===== src/rtl/packed_lane_sum.sv =====
// packed_lane_sum
// Frame-level reduction of packed lane words. Each accepted beat of
// LANES lanes of W bits is folded into a modular lane sum and OR/AND/XOR
// bit reductions; after BEATS beats the frame result is held on the
// output until the sink takes it.
//
// Ports:
//   clk        clock, all state updates on posedge
//   reset      synchronous active-high reset
//   flush      abandon the current frame (ignored while a result is held)
//   in_valid   beat offered
//   in_ready   block accepts a beat this cycle (registered, state only)
//   in_data    packed beat, lane k at [k*W+W-1 : k*W]
//   out_valid  frame result held
//   out_ready  sink takes the result
//   out_sum    sum of all lanes of all beats, modulo 2^W
//   out_or     OR of every bit of the frame
//   out_and    AND of every bit of the frame
//   out_xor    XOR of every bit of the frame
//   out_frames completed-frame handshake counter (only with
//              PACKED_LANE_SUM_FRAMES_EN defined)
//
// Build option: define PACKED_LANE_SUM_FRAMES_EN to add out_frames.

module packed_lane_sum #(
    parameter int unsigned LANES = 4,
    parameter int unsigned W     = 8,
    parameter int unsigned BEATS = 4
) (
    input  logic                 clk,
    input  logic                 reset,
    input  logic                 flush,
    input  logic                 in_valid,
    output logic                 in_ready,
    input  logic [LANES*W-1:0]   in_data,
    output logic                 out_valid,
    input  logic                 out_ready,
    output logic [W-1:0]         out_sum,
    output logic                 out_or,
    output logic                 out_and,
    output logic                 out_xor
`ifdef PACKED_LANE_SUM_FRAMES_EN
    ,
    output logic [15:0]          out_frames
`endif
);

    localparam int unsigned SUM_W = W + $clog2(LANES);
    localparam int unsigned CNT_W = (BEATS > 1) ? $clog2(BEATS) : 1;

    localparam logic [0:0] ACCUM = 1'b0;
    localparam logic [0:0] HOLD  = 1'b1;

    logic [0:0]       state;
    logic [0:0]       state_next;
    logic [W-1:0]     acc_sum;
    logic             acc_or;
    logic             acc_and;
    logic             acc_xor;
    logic [CNT_W-1:0] beat_cnt;

    logic [SUM_W-1:0] lane_sum;
    logic [W-1:0]     sum_next;
    logic             accept;
    logic             last_beat;
    logic             release_hold;
    logic             flush_accum;

    // Lane sum kept at full width; truncation happens only at the accumulate.
    always_comb begin
        lane_sum = '0;
        for (int unsigned k = 0; k < LANES; k++) begin
            lane_sum = lane_sum + SUM_W'(in_data[k*W +: W]);
        end
        sum_next = acc_sum + lane_sum[W-1:0];
    end

    // Handshake qualifiers; flush wins over a beat offered in the same cycle.
    always_comb begin
        flush_accum  = (state == ACCUM) && flush;
        accept       = (state == ACCUM) && in_valid && !flush;
        last_beat    = (beat_cnt == CNT_W'(BEATS - 1));
        release_hold = (state == HOLD) && out_ready;
    end

    // Next-state logic.
    always_comb begin
        state_next = state;
        case (state)
            ACCUM:   if (accept && last_beat) state_next = HOLD;
            HOLD:    if (out_ready)           state_next = ACCUM;
            default: state_next = ACCUM;
        endcase
    end

    // State register.
    always_ff @(posedge clk) begin
        if (reset) state <= ACCUM;
        else       state <= state_next;
    end

    // Accumulators, result registers and registered handshake flags.
    always_ff @(posedge clk) begin
        if (reset) begin
            acc_sum   <= '0;
            acc_or    <= 1'b0;
            acc_and   <= 1'b1;
            acc_xor   <= 1'b0;
            beat_cnt  <= '0;
            out_sum   <= '0;
            out_or    <= 1'b0;
            out_and   <= 1'b0;
            out_xor   <= 1'b0;
            in_ready  <= 1'b1;
            out_valid <= 1'b0;
        end else begin
            in_ready  <= (state_next == ACCUM);
            out_valid <= (state_next == HOLD);
            if (flush_accum || release_hold) begin
                acc_sum  <= '0;
                acc_or   <= 1'b0;
                acc_and  <= 1'b1;
                acc_xor  <= 1'b0;
                beat_cnt <= '0;
            end else if (accept) begin
                if (last_beat) begin
                    out_sum <= sum_next;
                    out_or  <= acc_or  | (|in_data);
                    out_and <= acc_and & (&in_data);
                    out_xor <= acc_xor ^ (^in_data);
                end else begin
                    acc_sum  <= sum_next;
                    acc_or   <= acc_or  | (|in_data);
                    acc_and  <= acc_and & (&in_data);
                    acc_xor  <= acc_xor ^ (^in_data);
                    beat_cnt <= beat_cnt + CNT_W'(1);
                end
            end
        end
    end

`ifdef PACKED_LANE_SUM_FRAMES_EN
    // Counts result handshakes; wraps naturally at 16 bits.
    always_ff @(posedge clk) begin
        if (reset)             out_frames <= 16'd0;
        else if (release_hold) out_frames <= out_frames + 16'd1;
    end
`endif

endmodule


===== config.mk =====
export PLATFORM = sky130hd
export DESIGN_NAME = packed_lane_sum
export DESIGN_NICKNAME = d
export VERILOG_FILES = /design/src/rtl/packed_lane_sum.sv
export SDC_FILE = /design/constraint.sdc
export NUM_CORES = 1
export LEC_CHECK = 0
export BUFFER_PORTS_ARGS = -buffer_cell sky130_fd_sc_hd__buf_2
export CAP_MARGIN = 20
export CORE_AREA = 5 5 58 98
export CTS_BUF_LIST = sky130_fd_sc_hd__clkbuf_4
export CTS_CLUSTER_DIAMETER = 60
export DETAILED_ROUTE_END_ITERATION = 10
export DIE_AREA = 0 0 63 103
export PLACE_DENSITY = 0.87
export REMOVE_ABC_BUFFERS = 1
export SLEW_MARGIN = 20
export SYNTH_ARGS = -nofsm -noshare
export SYNTH_HDL_FRONTEND = slang
export SYNTH_SLANG_ARGS = --single-unit

===== constraint.sdc =====
create_clock -name clk -period 4 [get_ports clk]
set_clock_uncertainty 0.15 [all_clocks]
set_input_delay 0.2 -clock clk [delete_from_list [all_inputs] [get_ports clk]]
set_output_delay 0.2 -clock clk [all_outputs]
set_load 0.05 [all_outputs]

==> impl_metrics.env <==
export IMPL_setup_slack_ps=570
export IMPL_synth_mux_area_share_pct=0
export IMPL_syn2layout_area_growth_pct=13.0
export IMPL_synth_most_common_cell="inv_1"
export IMPL_gr_total_overflow=0
export IMPL_post_synth_top_area_fraction_pct=20.8
export IMPL_internal_power_w=0.000528
export IMPL_holdPathStages=4
export IMPL_rrSetupSlack_ps=1200
export IMPL_drive_above_1_share_pct=16.3
export IMPL_fp_dieArea_um2=6490
export IMPL_tightest_slew_ps=1050
export IMPL_fp_coreArea_um2=4890
export IMPL_grtUsageTotal_pct=17.4
export IMPL_rr_endpoint="acc_sum[7]"
export IMPL_power_total_w=0.000886
export IMPL_startpoint_type="input port"
export IMPL_die_w_um=63
export IMPL_fmax_mhz=292
export IMPL_hp_start="out_ready"
export IMPL_swShare_pct=40.4
export IMPL_yosysTopAreaCell="dfxtp_1"
export IMPL_syn_area_um2=2510
export IMPL_worst_hold_path_type="in2reg"
export IMPL_postRouteAntennaNets=0
export IMPL_drtIter0Drc=30
export IMPL_synth_adder_area_share_pct=36.4
export IMPL_required_ps=4080
export IMPL_ys_seq_area_share_pct=20.8
export IMPL_die_h_um=103
export IMPL_wl_mm=5.42
export IMPL_grt_max_degree=18
export IMPL_leakagePower_nw=1.50
export IMPL_power_switching_w=0.000358
export IMPL_slew_headroom_pct=29.9
export IMPL_nFillCells=434
export IMPL_synth_top_family_by_area="adder cells"
export IMPL_whs_endpoint="out_valid"
export IMPL_dr_total_vias=2014
export IMPL_cts_path_max_buffers=2
export IMPL_p_per_area_nw_per_um2=313
export IMPL_peakVddDrop_mv=0.256
export IMPL_reg2reg_depth=10
export IMPL_place_gp_congestion=0.963
export IMPL_tns_ps=0
export IMPL_drv_slew=0
export IMPL_outcome="complete, no violations"
export IMPL_path_clk_slew_ps=130
export IMPL_seqPwrFrac_pct=30.9
export IMPL_antenna_found_initial=0
export IMPL_syn_area_per_cell_um2=8.64
export IMPL_synth_xor_area_share_pct=9.64
export IMPL_ys_flop_type="dfxtp_1"
export IMPL_cts_resized=0
export IMPL_synth_compound_area_share_pct=7.99
export IMPL_period_needed_ps=3430
export IMPL_end_kind="register"
export IMPL_pwr_share_comb_pct=57.3
export IMPL_synth_distinct_cells=33
export IMPL_cts_tree="built"
export IMPL_grt_pass1_vias=2024
export IMPL_clkLatencyLatePin_ps=300
export IMPL_wl_per_cell_um=13.9
export IMPL_drtPass1Iterations=4
export IMPL_finalHoldViolations=0
export IMPL_placementRows=34
export IMPL_drc_errors=0
export IMPL_cp_data_arrival_time_ps=3510
export IMPL_vias_per_cell=5.15
export IMPL_numPortBuffers=49
export IMPL_synthArstFlopShare_pct=0
export IMPL_cts_buffers=3
export IMPL_pre_cts_ws_ps=220
export IMPL_ys_warnings_count=0
export IMPL_synthCells=290
export IMPL_h_tree_depth=1
export IMPL_final_nets=437
export IMPL_critPathLaunch="in_data[2]"
export IMPL_met1_usage_pct=15.2
export IMPL_use_met2_pct=34.8
export IMPL_fin_crit_sh_pct=85.7
export IMPL_post_cts_buffers=0
export IMPL_dp_hpwl_mm=4.88
export IMPL_critPathMaxFanout=3
export IMPL_critPathKind="in2reg"
export IMPL_grt_util_met3_pct=2.29
export IMPL_cts_hold_buf=0
export IMPL_rsz0062_at_grt="no"
export IMPL_busiest_layer="met2"
export IMPL_ys_seq_elements=26
export IMPL_max_cap_viol_count=0
export IMPL_io_pins=50
export IMPL_ys_top_cells_by_area="dfxtp_1 21%, ha_1 20%, fa_1 16%, inv_1 11%, xnor2_1 7.7%"
export IMPL_worstReg2RegStart="acc_sum[1]"
export IMPL_synth_simple_gate_area_share_pct=13.4
export IMPL_initial_utilization_pct=51.2
export IMPL_synth_edf_count=0
export IMPL_numClockSinks=26
export IMPL_grt_first_pass_wirelength_mm=8.91
export IMPL_setup_viol_count_final=0
export IMPL_cts_root_buf="clkbuf_4"
export IMPL_p_clk_share_pct=11.9
export IMPL_diodes=0
export IMPL_netlist_top_cells_count="72 x inv_1, 41 x ha_1, 26 x dfxtp_1, 25 x nand2_1, 22 x xnor2_1"
## power by group through the flow
stage	clock network (W)	registers (W)	logic (W)
finish	0.000105	0.000273	0.000507
detailed placement	0	0.000279	0.000506
global placement	0	0.000279	0.000479
CTS	0.000110	0.000273	0.000508
floorplan	0	0.000277	0.000388
global route	0.000117	0.000275	0.000582
## layer usage
metal / wire length, um / part of all wire, %
met1: 1790 / 33
met2: 3000 / 55
met3: 242 / 4.5
met4: 391 / 7.2
met5: 0 / 0
## cell families (layout without fill, tap and decap cells)
kind of cell | Yosys count | in the layout
DFF | 26 | 26
AOI/OAI and AO/OA | 31 | 31
and+or+nand+nor | 68 | 68
adders and majority gates | 61 | 61
xor gates and xnor gates | 26 | 26
buffers and inverters | 78 | 125
## area by class of cell
type	instances	area (um2)	share of cell area, %
Inverter	72	270	9.54
Multi-Input combinational cell	186	1700	60.0
Sequential cell	26	520	18.4
Clock buffer	3	22.5	0.795
Tap cell	54	67.6	2.39
Timing Repair Buffer	50	253	8.93
## worst max path at each step
stage               slack, ps         end  depth (start not counted)
floorplan                 530  acc_sum[7]                         12
global placement          340  acc_sum[7]                         13
detailed placement        220  acc_sum[6]                         14
CTS                       590  acc_sum[6]                         14
global route              400  acc_sum[6]                         14
finish                    570  acc_sum[6]                         14
## sequential cells by signal, summed over array words and instances, names as in the netlist
register	count
acc_sum	8
out_sum	8
beat_cnt	2
acc_and	1
acc_or	1
acc_xor	1
in_ready	1
out_and	1
out_or	1
out_valid	1
out_xor	1
## critical path: stages
cell,delay (ps)
buf_2,90
inv_1,60
fa_1,530
inv_1,50
fa_1,500
inv_1,50
fa_1,490
inv_1,60
ha_1,290
a21o_1,150
a21o_1,200
a2111oi_0,450
a311oi_1,120
o31ai_1,240
## cells in the final DEF, fill, tap and decap left out
master and instances:
nand3_1 4, or2_2 1, ha_1 41, a21o_1 5, fa_1 20, o31ai_1 2
a21oi_1 14, clkbuf_4 3, a211oi_1 5, nor4bb_1 1, nand3b_1 2, nor4_1 2
or4_1 1, buf_4 1, xor2_1 3, dfxtp_1 26, a311oi_1 1, nor4b_2 1
xnor3_1 1, nor3_1 2, buf_2 49, nor2b_1 1, and4_1 2, a2111oi_0 1
inv_1 72, xnor2_1 22, o21ai_0 1, or4bb_1 1, or4b_1 1, nor2_1 17
o21a_1 1, a311o_1 1, nand2_1 25, nand4_1 7
## metrics by stage
stage | util (%) | hold WS, ps | cell area, um2 | std cells
after floorplan | - | 119 | 2480 | 284
after global placement | 57.4 | 292 | 2810 | 388
after detailed placement | 57.4 | 293 | 2810 | 388
after CTS | 57.9 | 21.3 | 2830 | 391
after global routing | 57.9 | 50.8 | 2830 | 391
final | 57.9 | 31.1 | 2830 | 391
Power figures use the tool's default switching activity.
